==> src/rtl/sdram_mem_tester_pkg.sv <==
// Shared encodings for the SDRAM built-in self-test engine: pattern modes,
// FSM states and the LFSR polynomial used by the pseudo-random mode.
package sdram_mem_tester_pkg;

  typedef enum logic [1:0] {
    MODE_ADDR    = 2'd0,  // address as data
    MODE_LFSR    = 2'd1,  // pseudo-random
    MODE_CHECKER = 2'd2,  // 0x55../0xAA.. by address parity
    MODE_CONST   = 2'd3   // user constant
  } mode_e;

  typedef enum logic [2:0] {
    ST_IDLE,
    ST_WR_REQ,
    ST_WR_WAIT,
    ST_RD_REQ,
    ST_RD_WAIT,
    ST_DONE
  } state_e;

  // Right-shifting Galois form of the taps 32,22,2,1.
  localparam logic [31:0] LFSR_POLY = 32'h8020_0003;

  function automatic logic [31:0] lfsr_next(input logic [31:0] s);
    return (s >> 1) ^ (s[0] ? LFSR_POLY : 32'h0);
  endfunction

endpackage

==> src/rtl/sdram_mem_tester_if.sv <==
// Request/completion handshake between the self-test engine and SdramCtrl.
interface sdram_mem_tester_if #(
  parameter int ADDR_WIDTH = 23,
  parameter int DATA_WIDTH = 16
);
  logic                  rd;        // read request
  logic                  wr;        // write request
  logic [ADDR_WIDTH-1:0] addr;      // request address
  logic [DATA_WIDTH-1:0] wr_data;   // write data
  logic                  op_begun;  // controller accepted the request
  logic                  wr_done;   // write complete pulse
  logic                  rd_done;   // read data valid pulse
  logic [DATA_WIDTH-1:0] rd_data;   // read data

  modport master (output rd, wr, addr, wr_data,
                  input  op_begun, wr_done, rd_done, rd_data);
  modport slave  (input  rd, wr, addr, wr_data,
                  output op_begun, wr_done, rd_done, rd_data);
endinterface

==> src/rtl/sdram_tst_pattern_gen.sv <==
// Expected-word generator shared by the write and read phases. The LFSR is
// reseeded at the start of each phase and advanced once per completed word,
// so both phases reproduce the same sequence.
module sdram_tst_pattern_gen
  import sdram_mem_tester_pkg::*;
#(
  parameter int          ADDR_WIDTH = 23,
  parameter int          DATA_WIDTH = 16,
  parameter int          PASS_WIDTH = 8,
  parameter logic [31:0] LFSR_SEED  = 32'hACE1_2468
) (
  input  logic                  clk_i,
  input  logic                  rst_bi,
  input  mode_e                 mode_i,
  input  logic [ADDR_WIDTH-1:0] addr_i,
  input  logic                  inv_i,          // pass index bit 0
  input  logic [DATA_WIDTH-1:0] const_i,
  input  logic                  reseed_i,
  input  logic [PASS_WIDTH-1:0] reseed_pass_i,  // pass the new phase belongs to
  input  logic                  advance_i,
  output logic [DATA_WIDTH-1:0] word_o
);

  logic [31:0]           lfsr_q, lfsr_d;
  logic [DATA_WIDTH-1:0] base;

  // LFSR next state: reseed wins over advance when both land on one cycle.
  always_comb begin
    // NOTE: every variable gets a default first so no path leaves it unassigned (no latch).
    lfsr_d = lfsr_q;
    if (reseed_i)       lfsr_d = LFSR_SEED ^ 32'(reseed_pass_i);
    else if (advance_i) lfsr_d = lfsr_next(lfsr_q);
  end

  // LFSR state register.
  always_ff @(posedge clk_i) begin
    // NOTE: sequential state uses non-blocking assignments so all registers update together.
    if (!rst_bi) lfsr_q <= LFSR_SEED;
    else         lfsr_q <= lfsr_d;
  end

  // Base pattern selection before the per-pass inversion.
  always_comb begin
    base = '0;
    unique case (mode_i)
      MODE_ADDR:    base = DATA_WIDTH'(addr_i);
      MODE_LFSR:    base = lfsr_q[DATA_WIDTH-1:0];
      MODE_CHECKER: for (int i = 0; i < DATA_WIDTH; i++) base[i] = ~(i[0] ^ addr_i[0]);
      MODE_CONST:   base = const_i;
    endcase
  end

  assign word_o = base ^ {DATA_WIDTH{inv_i}};

endmodule

==> src/rtl/sdram_mem_tester.sv <==
// SDRAM built-in self-test: writes a pattern over an address range, reads it
// back and compares, for a number of passes; reports error count and the
// first mismatch. One request outstanding at a time, with a per-handshake
// watchdog and an abort that always completes an accepted operation.
module sdram_mem_tester
  import sdram_mem_tester_pkg::*;
#(
  parameter int          ADDR_WIDTH    = 23,
  parameter int          DATA_WIDTH    = 16,
  parameter int          PASS_WIDTH    = 8,
  parameter int          ERR_CNT_WIDTH = 16,
  parameter int          TIMEOUT       = 1024,
  parameter logic [31:0] LFSR_SEED     = 32'hACE1_2468
) (
  input  logic                     clk_i,
  input  logic                     rst_bi,
  input  logic                     start_i,
  input  logic                     abort_i,
  input  logic [1:0]               mode_i,
  input  logic [DATA_WIDTH-1:0]    const_i,
  input  logic [ADDR_WIDTH-1:0]    startAddr_i,
  input  logic [ADDR_WIDTH-1:0]    endAddr_i,
  input  logic [PASS_WIDTH-1:0]    passes_i,
  sdram_mem_tester_if.master       bus,
  output logic                     busy_o,
  output logic                     done_o,
  output logic                     pass_o,
  output logic                     timeout_o,
  output logic                     aborted_o,
  output logic [ERR_CNT_WIDTH-1:0] errCnt_o,
  output logic [ADDR_WIDTH-1:0]    errAddr_o,
  output logic [DATA_WIDTH-1:0]    errExp_o,
  output logic [DATA_WIDTH-1:0]    errAct_o
);

  localparam int WDW = $clog2(TIMEOUT + 1);

  state_e                   state_q, state_d;
  mode_e                    mode_q, mode_d;
  logic [DATA_WIDTH-1:0]    const_q, const_d;
  logic [ADDR_WIDTH-1:0]    start_q, start_d, end_q, end_d, addr_q, addr_d;
  logic [PASS_WIDTH-1:0]    passes_q, passes_d, pass_q, pass_d;
  logic [WDW-1:0]           wdog_q, wdog_d;
  logic [ERR_CNT_WIDTH-1:0] err_cnt_q, err_cnt_d;
  logic [ADDR_WIDTH-1:0]    err_addr_q, err_addr_d;
  logic [DATA_WIDTH-1:0]    err_exp_q, err_exp_d, err_act_q, err_act_d;
  logic                     timeout_q, timeout_d, aborted_q, aborted_d;
  logic                     abort_pend_q, abort_pend_d, empty_q, empty_d;

  logic                     reseed, advance, abort_any;
  logic [PASS_WIDTH-1:0]    reseed_pass;
  logic [DATA_WIDTH-1:0]    word;

  sdram_tst_pattern_gen #(
    .ADDR_WIDTH(ADDR_WIDTH), .DATA_WIDTH(DATA_WIDTH),
    .PASS_WIDTH(PASS_WIDTH), .LFSR_SEED(LFSR_SEED)
  ) u_pattern_gen (
    .clk_i(clk_i), .rst_bi(rst_bi), .mode_i(mode_q), .addr_i(addr_q),
    .inv_i(pass_q[0]), .const_i(const_q), .reseed_i(reseed),
    .reseed_pass_i(reseed_pass), .advance_i(advance), .word_o(word)
  );

  // Next-state, datapath and watchdog decisions.
  always_comb begin
    state_d = state_q;       mode_d = mode_q;         const_d = const_q;
    start_d = start_q;       end_d = end_q;           addr_d = addr_q;
    passes_d = passes_q;     pass_d = pass_q;         wdog_d = '0;
    err_cnt_d = err_cnt_q;   err_addr_d = err_addr_q;
    err_exp_d = err_exp_q;   err_act_d = err_act_q;
    timeout_d = timeout_q;   aborted_d = aborted_q;
    abort_pend_d = abort_pend_q; empty_d = empty_q;
    reseed = 1'b0;  reseed_pass = pass_q;  advance = 1'b0;
    abort_any = abort_i | abort_pend_q;

    case (state_q)
      ST_IDLE, ST_DONE: if (start_i) begin
        mode_d     = mode_e'(mode_i);
        const_d    = const_i;
        start_d    = startAddr_i;
        end_d      = endAddr_i;
        passes_d   = (passes_i == '0) ? PASS_WIDTH'(1) : passes_i;
        pass_d     = '0;
        addr_d     = startAddr_i;
        err_cnt_d  = '0;  err_addr_d = '0;  err_exp_d = '0;  err_act_d = '0;
        timeout_d  = 1'b0;  aborted_d = 1'b0;  abort_pend_d = 1'b0;
        empty_d    = startAddr_i > endAddr_i;
        reseed     = 1'b1;
        reseed_pass = '0;
        state_d    = (startAddr_i > endAddr_i) ? ST_DONE : ST_WR_REQ;
      end
      ST_WR_REQ, ST_RD_REQ: begin
        abort_pend_d = abort_any;
        if (bus.op_begun) begin
          state_d = (state_q == ST_WR_REQ) ? ST_WR_WAIT : ST_RD_WAIT;
        end else if (abort_any) begin
          state_d = ST_DONE;  aborted_d = 1'b1;
        end
      end
      ST_WR_WAIT: begin
        abort_pend_d = abort_any;
        if (bus.wr_done) begin
          advance = 1'b1;
          if (abort_any) begin
            state_d = ST_DONE;  aborted_d = 1'b1;
          end else if (addr_q == end_q) begin
            state_d = ST_RD_REQ;  addr_d = start_q;  reseed = 1'b1;
          end else begin
            state_d = ST_WR_REQ;  addr_d = addr_q + 1'b1;
          end
        end
      end
      ST_RD_WAIT: begin
        abort_pend_d = abort_any;
        if (bus.rd_done) begin
          advance = 1'b1;
          if (bus.rd_data != word) begin
            if (err_cnt_q == '0) begin
              err_addr_d = addr_q;  err_exp_d = word;  err_act_d = bus.rd_data;
            end
            if (err_cnt_q != '1) err_cnt_d = err_cnt_q + 1'b1;
          end
          if (abort_any) begin
            state_d = ST_DONE;  aborted_d = 1'b1;
          end else if (addr_q != end_q) begin
            state_d = ST_RD_REQ;  addr_d = addr_q + 1'b1;
          end else if (pass_q == passes_q - 1'b1) begin
            state_d = ST_DONE;
          end else begin
            state_d = ST_WR_REQ;  addr_d = start_q;  pass_d = pass_q + 1'b1;
            reseed = 1'b1;  reseed_pass = pass_q + 1'b1;
          end
        end
      end
      default: state_d = ST_IDLE;
    endcase

    // Watchdog runs only while a handshake makes no progress.
    if (busy_o && state_d == state_q) begin
      if (wdog_q == WDW'(TIMEOUT - 1)) begin
        state_d = ST_DONE;  timeout_d = 1'b1;
      end else begin
        wdog_d = wdog_q + 1'b1;
      end
    end
  end

  // State and datapath registers with synchronous reset.
  always_ff @(posedge clk_i) begin
    if (!rst_bi) begin
      state_q <= ST_IDLE;   mode_q <= MODE_ADDR;  const_q <= '0;
      start_q <= '0;        end_q <= '0;          addr_q <= '0;
      passes_q <= '0;       pass_q <= '0;         wdog_q <= '0;
      err_cnt_q <= '0;      err_addr_q <= '0;     err_exp_q <= '0;  err_act_q <= '0;
      timeout_q <= 1'b0;    aborted_q <= 1'b0;    abort_pend_q <= 1'b0;  empty_q <= 1'b0;
    end else begin
      state_q <= state_d;   mode_q <= mode_d;     const_q <= const_d;
      start_q <= start_d;   end_q <= end_d;       addr_q <= addr_d;
      passes_q <= passes_d; pass_q <= pass_d;     wdog_q <= wdog_d;
      err_cnt_q <= err_cnt_d; err_addr_q <= err_addr_d;
      err_exp_q <= err_exp_d; err_act_q <= err_act_d;
      timeout_q <= timeout_d; aborted_q <= aborted_d;
      abort_pend_q <= abort_pend_d; empty_q <= empty_d;
    end
  end

  assign bus.wr      = (state_q == ST_WR_REQ);
  assign bus.rd      = (state_q == ST_RD_REQ);
  assign bus.addr    = (bus.wr | bus.rd) ? addr_q : '0;
  assign bus.wr_data = bus.wr ? word : '0;

  assign busy_o    = (state_q == ST_WR_REQ) | (state_q == ST_WR_WAIT) |
                     (state_q == ST_RD_REQ) | (state_q == ST_RD_WAIT);
  assign done_o    = (state_q == ST_DONE);
  assign pass_o    = done_o & (err_cnt_q == '0) & ~timeout_q & ~aborted_q & ~empty_q;
  assign timeout_o = timeout_q;
  assign aborted_o = aborted_q;
  assign errCnt_o  = err_cnt_q;
  assign errAddr_o = err_addr_q;
  assign errExp_o  = err_exp_q;
  assign errAct_o  = err_act_q;

endmodule

==> src/flat_wrapper.sv <==
// flat-port wrapper written by rule: the top's interface ports become plain ports
module sdram_mem_tester_flat import sdram_mem_tester_pkg::*;
#(
  parameter int          ADDR_WIDTH    = 23,
  parameter int          DATA_WIDTH    = 16,
  parameter int          PASS_WIDTH    = 8,
  parameter int          ERR_CNT_WIDTH = 16,
  parameter int          TIMEOUT       = 1024,
  parameter logic [31:0] LFSR_SEED     = 32'hACE1_2468
)
  (clk_i, rst_bi, start_i, abort_i, mode_i, const_i, startAddr_i, endAddr_i, passes_i, busy_o, done_o, pass_o, timeout_o, aborted_o, errCnt_o, errAddr_o, errExp_o, errAct_o, bus_rd, bus_wr, bus_addr, bus_wr_data, bus_op_begun, bus_wr_done, bus_rd_done, bus_rd_data);
  sdram_mem_tester_if #(.ADDR_WIDTH(ADDR_WIDTH), .DATA_WIDTH(DATA_WIDTH)) bus_i ();
  input  logic clk_i;
  input  logic rst_bi;
  input  logic start_i;
  input  logic abort_i;
  input  logic [1:0] mode_i;
  input  logic [DATA_WIDTH-1:0] const_i;
  input  logic [ADDR_WIDTH-1:0] startAddr_i;
  input  logic [ADDR_WIDTH-1:0] endAddr_i;
  input  logic [PASS_WIDTH-1:0] passes_i;
  output logic busy_o;
  output logic done_o;
  output logic pass_o;
  output logic timeout_o;
  output logic aborted_o;
  output logic [ERR_CNT_WIDTH-1:0] errCnt_o;
  output logic [ADDR_WIDTH-1:0] errAddr_o;
  output logic [DATA_WIDTH-1:0] errExp_o;
  output logic [DATA_WIDTH-1:0] errAct_o;
  output wire logic [$bits(bus_i.rd)-1:0] bus_rd;
  output wire logic [$bits(bus_i.wr)-1:0] bus_wr;
  output wire logic [$bits(bus_i.addr)-1:0] bus_addr;
  output wire logic [$bits(bus_i.wr_data)-1:0] bus_wr_data;
  input wire logic [$bits(bus_i.op_begun)-1:0] bus_op_begun;
  input wire logic [$bits(bus_i.wr_done)-1:0] bus_wr_done;
  input wire logic [$bits(bus_i.rd_done)-1:0] bus_rd_done;
  input wire logic [$bits(bus_i.rd_data)-1:0] bus_rd_data;
  assign bus_rd = bus_i.rd;
  assign bus_wr = bus_i.wr;
  assign bus_addr = bus_i.addr;
  assign bus_wr_data = bus_i.wr_data;
  assign bus_i.op_begun = bus_op_begun;
  assign bus_i.wr_done = bus_wr_done;
  assign bus_i.rd_done = bus_rd_done;
  assign bus_i.rd_data = bus_rd_data;
  sdram_mem_tester #(.ADDR_WIDTH(ADDR_WIDTH), .DATA_WIDTH(DATA_WIDTH), .PASS_WIDTH(PASS_WIDTH), .ERR_CNT_WIDTH(ERR_CNT_WIDTH), .TIMEOUT(TIMEOUT), .LFSR_SEED(LFSR_SEED)) u_core (.clk_i(clk_i), .rst_bi(rst_bi), .start_i(start_i), .abort_i(abort_i), .mode_i(mode_i), .const_i(const_i), .startAddr_i(startAddr_i), .endAddr_i(endAddr_i), .passes_i(passes_i), .bus(bus_i), .busy_o(busy_o), .done_o(done_o), .pass_o(pass_o), .timeout_o(timeout_o), .aborted_o(aborted_o), .errCnt_o(errCnt_o), .errAddr_o(errAddr_o), .errExp_o(errExp_o), .errAct_o(errAct_o));
endmodule
==> config.mk <==
export PLATFORM = sky130hd
export DESIGN_NAME = sdram_mem_tester_flat
export DESIGN_NICKNAME = d
export VERILOG_FILES = /design/src/rtl/sdram_mem_tester_pkg.sv /design/src/rtl/sdram_mem_tester_if.sv /design/src/rtl/sdram_tst_pattern_gen.sv /design/src/rtl/sdram_mem_tester.sv /design/src/flat_wrapper.sv
export SDC_FILE = /design/constraint.sdc
export NUM_CORES = 1
export LEC_CHECK = 0
export CAP_MARGIN = 20
export CELL_PAD_IN_SITES_DETAIL_PLACEMENT = 1
export CELL_PAD_IN_SITES_GLOBAL_PLACEMENT = 1
export CORE_MARGIN = 3
export CORE_UTILIZATION = 40
export DETAILED_ROUTE_END_ITERATION = 7
export PLACE_DENSITY_LB_ADDON = 0.2
export SLEW_MARGIN = 15
export SYNTH_ARGS = -nofsm -noshare
export SYNTH_HDL_FRONTEND = slang
export SYNTH_SLANG_ARGS = --single-unit
export TNS_END_PERCENT = 5
==> constraint.sdc <==
create_clock -name clk_i -period 3.8 [get_ports clk_i]
set_input_delay 0.95 -clock clk_i [delete_from_list [all_inputs] [get_ports clk_i]]
set_output_delay 0.95 -clock clk_i [all_outputs]
set_load 0.05 [all_outputs]
Yosys cells after proc, flatten, opt, wreduce, memory -nomap -nowiden:

Cells that the tools add are included.

* flip-flop bits (word level): 224
* bits of input ports: 95

* equal/unequal tests: 25
* bitwise gates (word level): 18
* reductions and logical operators: 21
* multiplexer cells: 78
* $lt $le $gt $ge: 1
* $add $sub $neg: 5

Operator list (count)
* 23-bit two-way mux: 13
* 16-bit two-way mux: 11
* 32-bit two-way mux: 3
* 16-bit one-hot mux with 2 select lines: 3
* 23-bit one-hot mux with 3 select lines: 1
* 16-bit one-hot mux with 4 select lines: 1
* 8-bit two-way mux: 6
* 23-bit one-hot mux with 2 select lines: 1
* 3-bit two-way mux: 13
* 31-bit by 32-bit XOR with 32-bit output: 1
* 23-bit by 1-bit adder with 23-bit output (second input constant): 1
* 23-bit equality test: 1
* 23-bit > comparator: 1
* 23-bit != test: 1
* 1-bit two-way mux: 19
* 16-bit by 1-bit adder with 16-bit output (second input constant): 1
* 16-bit logical NOT: 1
* 16-bit != test: 1
* 16-bit != test (second input constant): 1
* 8-bit one-hot mux with 2 select lines: 1
* 16-bit XOR: 1
* 5-bit AND reduction: 3
* 2-bit != test (second input constant): 7
* 3-bit NOT with 13-bit output: 1
* 33 further kinds: 55

Logic depth before layout (Yosys ltp):

* depth in word-level cells: 11
* gate-level depth with buffers: 14
* depth with buffers taken out: 10

Modules after synthesis:

From an unflattened synthesis, not the netlist that was laid out.

* cells, all modules: 1421
* area total of the unflattened synthesis: 11651.2 µm²

By module, submodules not included
* sdram_mem_tester: times used 1, cells each 1254, area an instance 9815.7 µm²
* sdram_tst_pattern_gen: times used 1, cells each 167, area an instance 1835.5 µm²

Worst setup path before layout:

Ideal clock, no wire load.

* kind: register -> output
* from: register u_core.pass_q[0]
* to: output port bus_wr_data[0]
* stages on the path, launching flop included: 7
* buffers on the path: 4
* required time: 2.850 ns
* setup slack: 0.285 ns
* arrival time: 2.565 ns
* cell sequence: dfxtp_1 clkbuf_1 buf_2 buf_1 buf_1 xnor2_1 nor2_1

* longest elaborated chain between the ends: 2

Ends and longest elaborated chain
* start: declaration: line sdram_mem_tester.sv:42 `logic [PASS_WIDTH-1:0] passes_q, passes_d, pass_q, pass_d;`
* start signal: assignment: line sdram_mem_tester.sv:158 `passes_q <= passes_d; pass_q <= pass_d; wdog_q <= wdog_d;`
* 16-bit XOR: line sdram_tst_pattern_gen.sv:53 `assign word_o = base ^ {DATA_WIDTH{inv_i}};`
* 16-bit two-way mux: line sdram_mem_tester.sv:169 `assign bus.wr_data = bus.wr ? word : '0;`
* end: declaration: line flat_wrapper.sv:34 `output wire logic [$bits(bus_i.wr_data)-1:0] bus_wr_data;`

No other way between the ends.

Worst setup path in the final report:

* from: register u_core.state_q[0]
* to: output port bus_wr_data[13]

* longest elaborated chain between the ends: 2

Ends and longest elaborated chain
* start: declaration: line sdram_mem_tester.sv:38 `state_e state_q, state_d;`
* start signal: assignment: line sdram_mem_tester.sv:156 `state_q <= state_d; mode_q <= mode_d; const_q <= const_d;`
* 3-bit by 1-bit equality test with 1-bit output: line sdram_mem_tester.sv:166 `assign bus.wr = (state_q == ST_WR_REQ);`
* 16-bit two-way mux: line sdram_mem_tester.sv:169

No other way between the ends.

==> impl_metrics.ini <==
[critical_path]
path_max_fanout = 23
worstPathRequired_ns = 2.85
slowest_delay_ns = 0.80
critPathTopFamily = simple AND/OR/NAND/NOR gates
cp.arrival_ns = 2.64
end_kind = primary output
r2r-start = u_core.mode_q[0]
crit_path_top_delay_cell = dfxtp_1
start_kind = flip-flop
r2r_cells = 9
crit_buf_inv = 1
rrSetupSlack_ns = 0.58
critical_path_class = reg -> out
reg2reg_to = u_core.errAddr_o[11]
worstPathCellList = nor2b_2 > nand2b_1 > nor2_1 > buf_12

[cts]
cts-htree-levels = 1
tritoncts = done
cts_root_buf = clkbuf_16
clkLatencyLatePin_ns = 0.53
clock_path_buffers = 3
clkSinkCount = 224
numCtsBuffers = 25
path_clk_slew_ns = 0.06

[timing]
max_freq_ghz = 0.279
period_minus_slack_ns = 3.59
tightest_slew_ns = 0.842
relSlewSlack_pct = 43.8
finalHoldViolCount = 0
whs_ns = 0.437
rsz0062_at_grt = false
period_share_pct = 94.4
fin_skew_ns = 0.0176
finalSetupViolations = 0
drv_slew = 0
fin_ws_ns = 0.213
finalSetupTns_ns = 0

[placement]
place.port_buffers = 211
dp_hpwl_um = 30600
post-place-ws_ns = 0.190
gp_congestion = 0.877

[route]
wl_um = 42100
viasPerCell = 5.64
drt_pass1_iterations = 5
drc_errors = 0
wl_per_cell_um = 19.7
ant_nets = 0
drt_iter0_drc = 722
dr_total_vias = 12100

[logic_synthesis]
ys_seq_area_share_pct = 35.9
synth.cell_area_mm2 = 0.0125
synth_ff_type = dfxtp_1
netlist_instances = 1575
syn_nets = 1699
yosysWarningCount = 0
synthArstFlopShare_pct = 0
synth_edf_count = 0
synth.distinct_cells = 72
ys_ff_latch = 224
synth_area_per_cell_um2 = 7.93

[floorplanning]
chipHeight_um = 183
core_mm2 = 0.0307
die-area_mm2 = 0.0334
io_pins = 212
die_w_um = 183
rows = 64
start_util_pct = 40.7

[final_layout]
antenna_cells = 0
synthToLayoutAreaGrowth_pct = 26.2
final_layout_size_suffix_gt1_share_pct = 8.70
utilization_pct = 51.4
final_nets = 1858

[global_routing]
grt_pass1_wl_um = 66300
grt_max_degree = 99
grt.total_usage_pct = 24.5
grt_pass1_vias = 12200
gr-total-overflow = 0
antenna_found_initial = 0

[hold_path]
hp-start = u_core.wdog_q[10]
min_to = u_core.wdog_q[10]
hold_class = reg -> reg
holdPathStages = 2

[pwr]
leakage_nw = 6.15
vdd_drop_max_uv = 395
powerDensity_mw_per_mm2 = 677

[run_status]
status = completed

[job]
cap_violations = 0
## worst max path at each step
stage | start | endpoint | slack (ns) | cells after the start
after floorplan | u_core.pass_q[0] | bus_wr_data[0] | 0.28 | 6
after global placement | bus_rd_data[9] | u_core.errAddr_o[16] | 0.27 | 10
after detailed placement | bus_rd_data[9] | u_core.errAddr_o[11] | 0.19 | 10
after CTS | u_core.mode_q[1] | bus_wr_data[9] | 0.1 | 7
after global routing | u_core.state_q[0] | bus_wr_data[13] | 0.008 | 4
final | u_core.state_q[0] | bus_wr_data[13] | 0.21 | 4
## cells by family after synthesis
kind of cell	synth area share [%]
AO/OA/AOI/OAI	15.6
XOR/XNOR	7.01
adder cells (fa/ha/maj)	2.91
buffers and inverters	6.08
flip-flops	35.9
multiplexers	7.78
AND/OR/NAND/NOR	24.7
## final cells by class
class,count,area (um^2)
Clock inverter,3,18.8
Sequential cell,224,4490
Timing Repair Buffer,255,2630
Inverter,41,154
Fill cell,3694,14900
Tap cell,396,495
Clock buffer,37,711
Multi-Input combinational cell,1187,7270
## worst min-delay path, delay by kind of cell, from the launching register on
kind / cells / cell delay (ns)
buffers and inverters: 1 / 0.05
and+or+nand+nor: 1 / 0.04
DFF: 1 / 0.29
## layout by cell type (no fill, tap or decap), types with 32 or more instances in the layout
master           Yosys  routed
mux2i_1             68      68
nand2_1            344     344
nand3_1             34      34
and2_1              32      32
xnor2_1             39      39
buf_4                1      62
xor2_1              61      61
clkdlybuf4s50_1      0     169
dfxtp_1            224     223
nor2_1              95      93
a21oi_1            139     138
o21ai_0             54      54
inv_1               39      39
## power by group
part / total, mW / internal (mW) / switching [mW]
combinational: 5.00 / 1.90 / 3.10
sequential: 3.42 / 2.82 / 0.609
clock: 2.25 / 1.28 / 0.970
total: 10.7 / 6.00 / 4.67
## sequential cells by signal, summed over array words and instances, names as in the netlist, 2 cells and up
register,count
u_core.u_pattern_gen.lfsr_q,32
u_core.state_q,3
u_core.const_q,16
u_core.end_q,23
u_core.pass_q,8
u_core.addr_q,23
u_core.errAddr_o,23
u_core.errCnt_o,16
u_core.wdog_q,11
u_core.errAct_o,16
u_core.errExp_o,16
u_core.passes_q,8
u_core.mode_q,2
u_core.start_q,23
## synthesized netlist by cell type, types with 13 or more instances
cell type | n | area (um^2)
a211o_1 | 18 | 158
nor3_1 | 22 | 110
mux2i_1 | 68 | 681
nand2_1 | 344 | 1290
nand4_1 | 20 | 125
dfxtp_1 | 224 | 4480
ha_1 | 29 | 363
o21ai_0 | 54 | 270
xor2_1 | 61 | 534
a211oi_1 | 17 | 128
nor2b_1 | 13 | 81.3
or3_1 | 24 | 150
and2_1 | 32 | 200
xnor2_1 | 39 | 342
nor2_1 | 95 | 357
clkbuf_1 | 88 | 330
nand3_1 | 34 | 170
nand2b_1 | 18 | 113
nor4_1 | 25 | 156
inv_1 | 39 | 146
and3_1 | 16 | 100
a21oi_1 | 139 | 696
## routing by layer
layer | up-vias | part of all wire [%] | GRT usage [%]
li1 | 5750 | - | -
met1 | 5958 | 44 | 32.2
met2 | 320 | 48 | 42.2
met3 | 68 | 5.3 | 2.81
met4 | 0 | 2.6 | 7.40
met5 | - | 0 | 0
## timing repair
item                                    CTS  global route
resized for setup                         1             1
endpoints found under the setup margin    1             1
endpoints found under the hold margin     0             0
buffers inserted                          0             0
pin swaps                                 0             0
hold buffers                              0             0
## metrics by stage
| stage | total power, mW | instance area, um^2 | std cells |
|---|---|---|---|
| floorplan | 6.74 | 12500 | 1575 |
| global placement | 8.33 | 15000 | 2103 |
| detailed placement | 8.45 | 15000 | 2103 |
| CTS | 10.7 | 15800 | 2143 |
| global route | 11.3 | 15800 | 2143 |
| finish | 10.7 | 15800 | 2143 |
No activity file was read; power rests on OpenSTA's default activity.
==> variant, RTL diff (config.mk and constraints unchanged) <==
Make the reset (`rst_bi`) asynchronous in 2 clocked blocks. Comments in the files are not updated.
--- a/src/rtl/sdram_tst_pattern_gen.sv
+++ b/src/rtl/sdram_tst_pattern_gen.sv
@@ -33,7 +33,7 @@
   end
 
   // LFSR state register.
-  always_ff @(posedge clk_i) begin
+  always_ff @(posedge clk_i or negedge rst_bi) begin
     // NOTE: sequential state uses non-blocking assignments so all registers update together.
     if (!rst_bi) lfsr_q <= LFSR_SEED;
     else         lfsr_q <= lfsr_d;
--- a/src/rtl/sdram_mem_tester.sv
+++ b/src/rtl/sdram_mem_tester.sv
@@ -145,7 +145,7 @@
   end
 
   // State and datapath registers with synchronous reset.
-  always_ff @(posedge clk_i) begin
+  always_ff @(posedge clk_i or negedge rst_bi) begin
     if (!rst_bi) begin
       state_q <= ST_IDLE;   mode_q <= MODE_ADDR;  const_q <= '0;
       start_q <= '0;        end_q <= '0;          addr_q <= '0;
Behaviour: differs if rst_bi is asserted again (counterexample within 4 cycles, from zero or initial values and one cycle with rst_bi low); with rst_bi held inactive, the same outputs for 4 cycles.
==> variant against the unedited design <==
- non-clock buffer count is 35 higher
- cell area rose by 8.2%
- total power grew 51%
- critical path depth rose by 7
- count of clock-buffer cells in the layout up 6
- critical path type is now in2reg
- synthesized cell count fell by 7.4%
- synthesized area rose by 4.9%
- wire length rose by 12%
- worst hold slack got worse by 0.038 ns
- sequential cell count stayed put
- highest routed layer unchanged
- core utilization increased by 2.1 points
- combinational power grew 85%
- setup slack lost 0.084 ns
==> variant: results (changes against the unedited design) <==
- CP max FO: 14 (was 23)
- First-pass GRT wire length: 75,200 um (was 66,300 um)
- Largest net degree at the start of global routing: 114 (was 99)
- Worst clock skew: 0.0115 ns (was 0.0176 ns)
- Max-slew headroom: 0.523 (was 0.438)
- Distinct cells, synth: 90 (was 72)
- Reg area: 0.00562 sq mm (was 0.00449 sq mm)
- Pre-CTS WS: -0.377 ns (was 0.190 ns)
- Main synth FF type: dfrtp_1 (was dfxtp_1)
- Grt met1 use: 0.353 (was 0.322)
- Status: finished clean (unchanged)
- Fin util: 0.535 (was 0.514)
- Multi-input gate area: 0.00692 sq mm (was 0.00727 sq mm)
- Die ar.: 0.0350 sq mm (was 0.0334 sq mm)
- Starting DRT DRC Count: 856 (was 722)
- Xor/xnor share of the synthesized area: 0.0628 (was 0.0701)
- Async SR Flop Fraction: 1.00 (was 0)
- Met3 Use GR: 0.0358 (was 0.0281)
- Inst Count DP: 2,085 (was 2,103)
- Inverters: 43 (was 41)
- Synth Area in Compound Gates: 0.160 (was 0.156)
- Sequential-to-total area share from yosys stat: 0.429 (was 0.359)
- Max VDD drop: 466 uV (was 395 uV)
- Via count: 12,100 (about the same)
- Fillers: 3,654 (was 3,694)
- Met3 wire len: 2230 um (was 2220 um)
- Post-synth top cells: nand2_1, dfrtp_1, clkbuf_1 (was nand2_1, dfxtp_1, a21oi_1)
- Multi-input gate count: 1,093 (was 1,187)
- Syn_nets: 1,583 (was 1,699)
- Global Route met2 Usage: 0.453 (was 0.422)
- Placed cell areas: 0.0162 sq mm (was 0.0150 sq mm)
- Routed met2 length: 22,900 um (was 20,200 um)
- Synth top area cells: dfrtp_1, nand2_1, xnor2_1 (was dfxtp_1, nand2_1, a21oi_1)
- Leakage: 7.57 nW (was 6.15 nW)
- Worst Hold Class: in2async (was reg2reg)
- # clk buffers: 43 (was 37)
- CP peak stage delay: 0.66 ns (was 0.80 ns)
- Arr. time, crit path: 4.14 ns (was 2.64 ns)
- Share of layout cells above drive strength 1: 0.127 (was 0.0870)
- Final WL: 47,200 um (was 42,100 um)
- Hpwl dp: 34,000 um (was 30,600 um)
- Routability cong.: 0.887 (was 0.877)
- Comb pwr: 9.27 mW (was 5.00 mW)
- Switch share: 0.490 (was 0.438)
- Adder-Cell Fraction of Synth Area: 0.0277 (was 0.0291)
- Syn Area/Cell: 8.98 sq um (was 7.93 sq um)
- Clock-cell share: 0.0501 (was 0.0463)
- Non-clock buffers: 290 (was 255)
[variant: kinds of logic (layout without fill, tap and decap cells)]
kind of cell             count (synthesis)  count (layout)
AO/OA/AOI/OAI                          308             308
XOR/XNOR                                89              89
adder cells (fa/ha/maj)                 29              29
buffers and inverters                  142             381
flip-flops                             224             224
multiplexers                            31              31
AND/OR/NAND/NOR                        636             636
[variant: path summary, 6_finish.rpt]
check | to | depth (start not counted) | slack [ns] | start
worst min register to register | u_core.errExp_o[11] | 1 | 0.48 | u_core.errExp_o[11]
worst min-delay path | u_core.start_q[12] | 1 | 0.40 | rst_bi
max in group asynchronous | u_core.u_pattern_gen.lfsr_q[21] | 2 | 2.45 | rst_bi
worst max register to register | u_core.errAddr_o[4] | 9 | 0.27 | u_core.addr_q[0]
worst max-delay path | u_core.state_q[1] | 11 | 0.13 | startAddr_i[22]
min in group clk_i | u_core.errExp_o[11] | 1 | 0.48 | u_core.errExp_o[11]
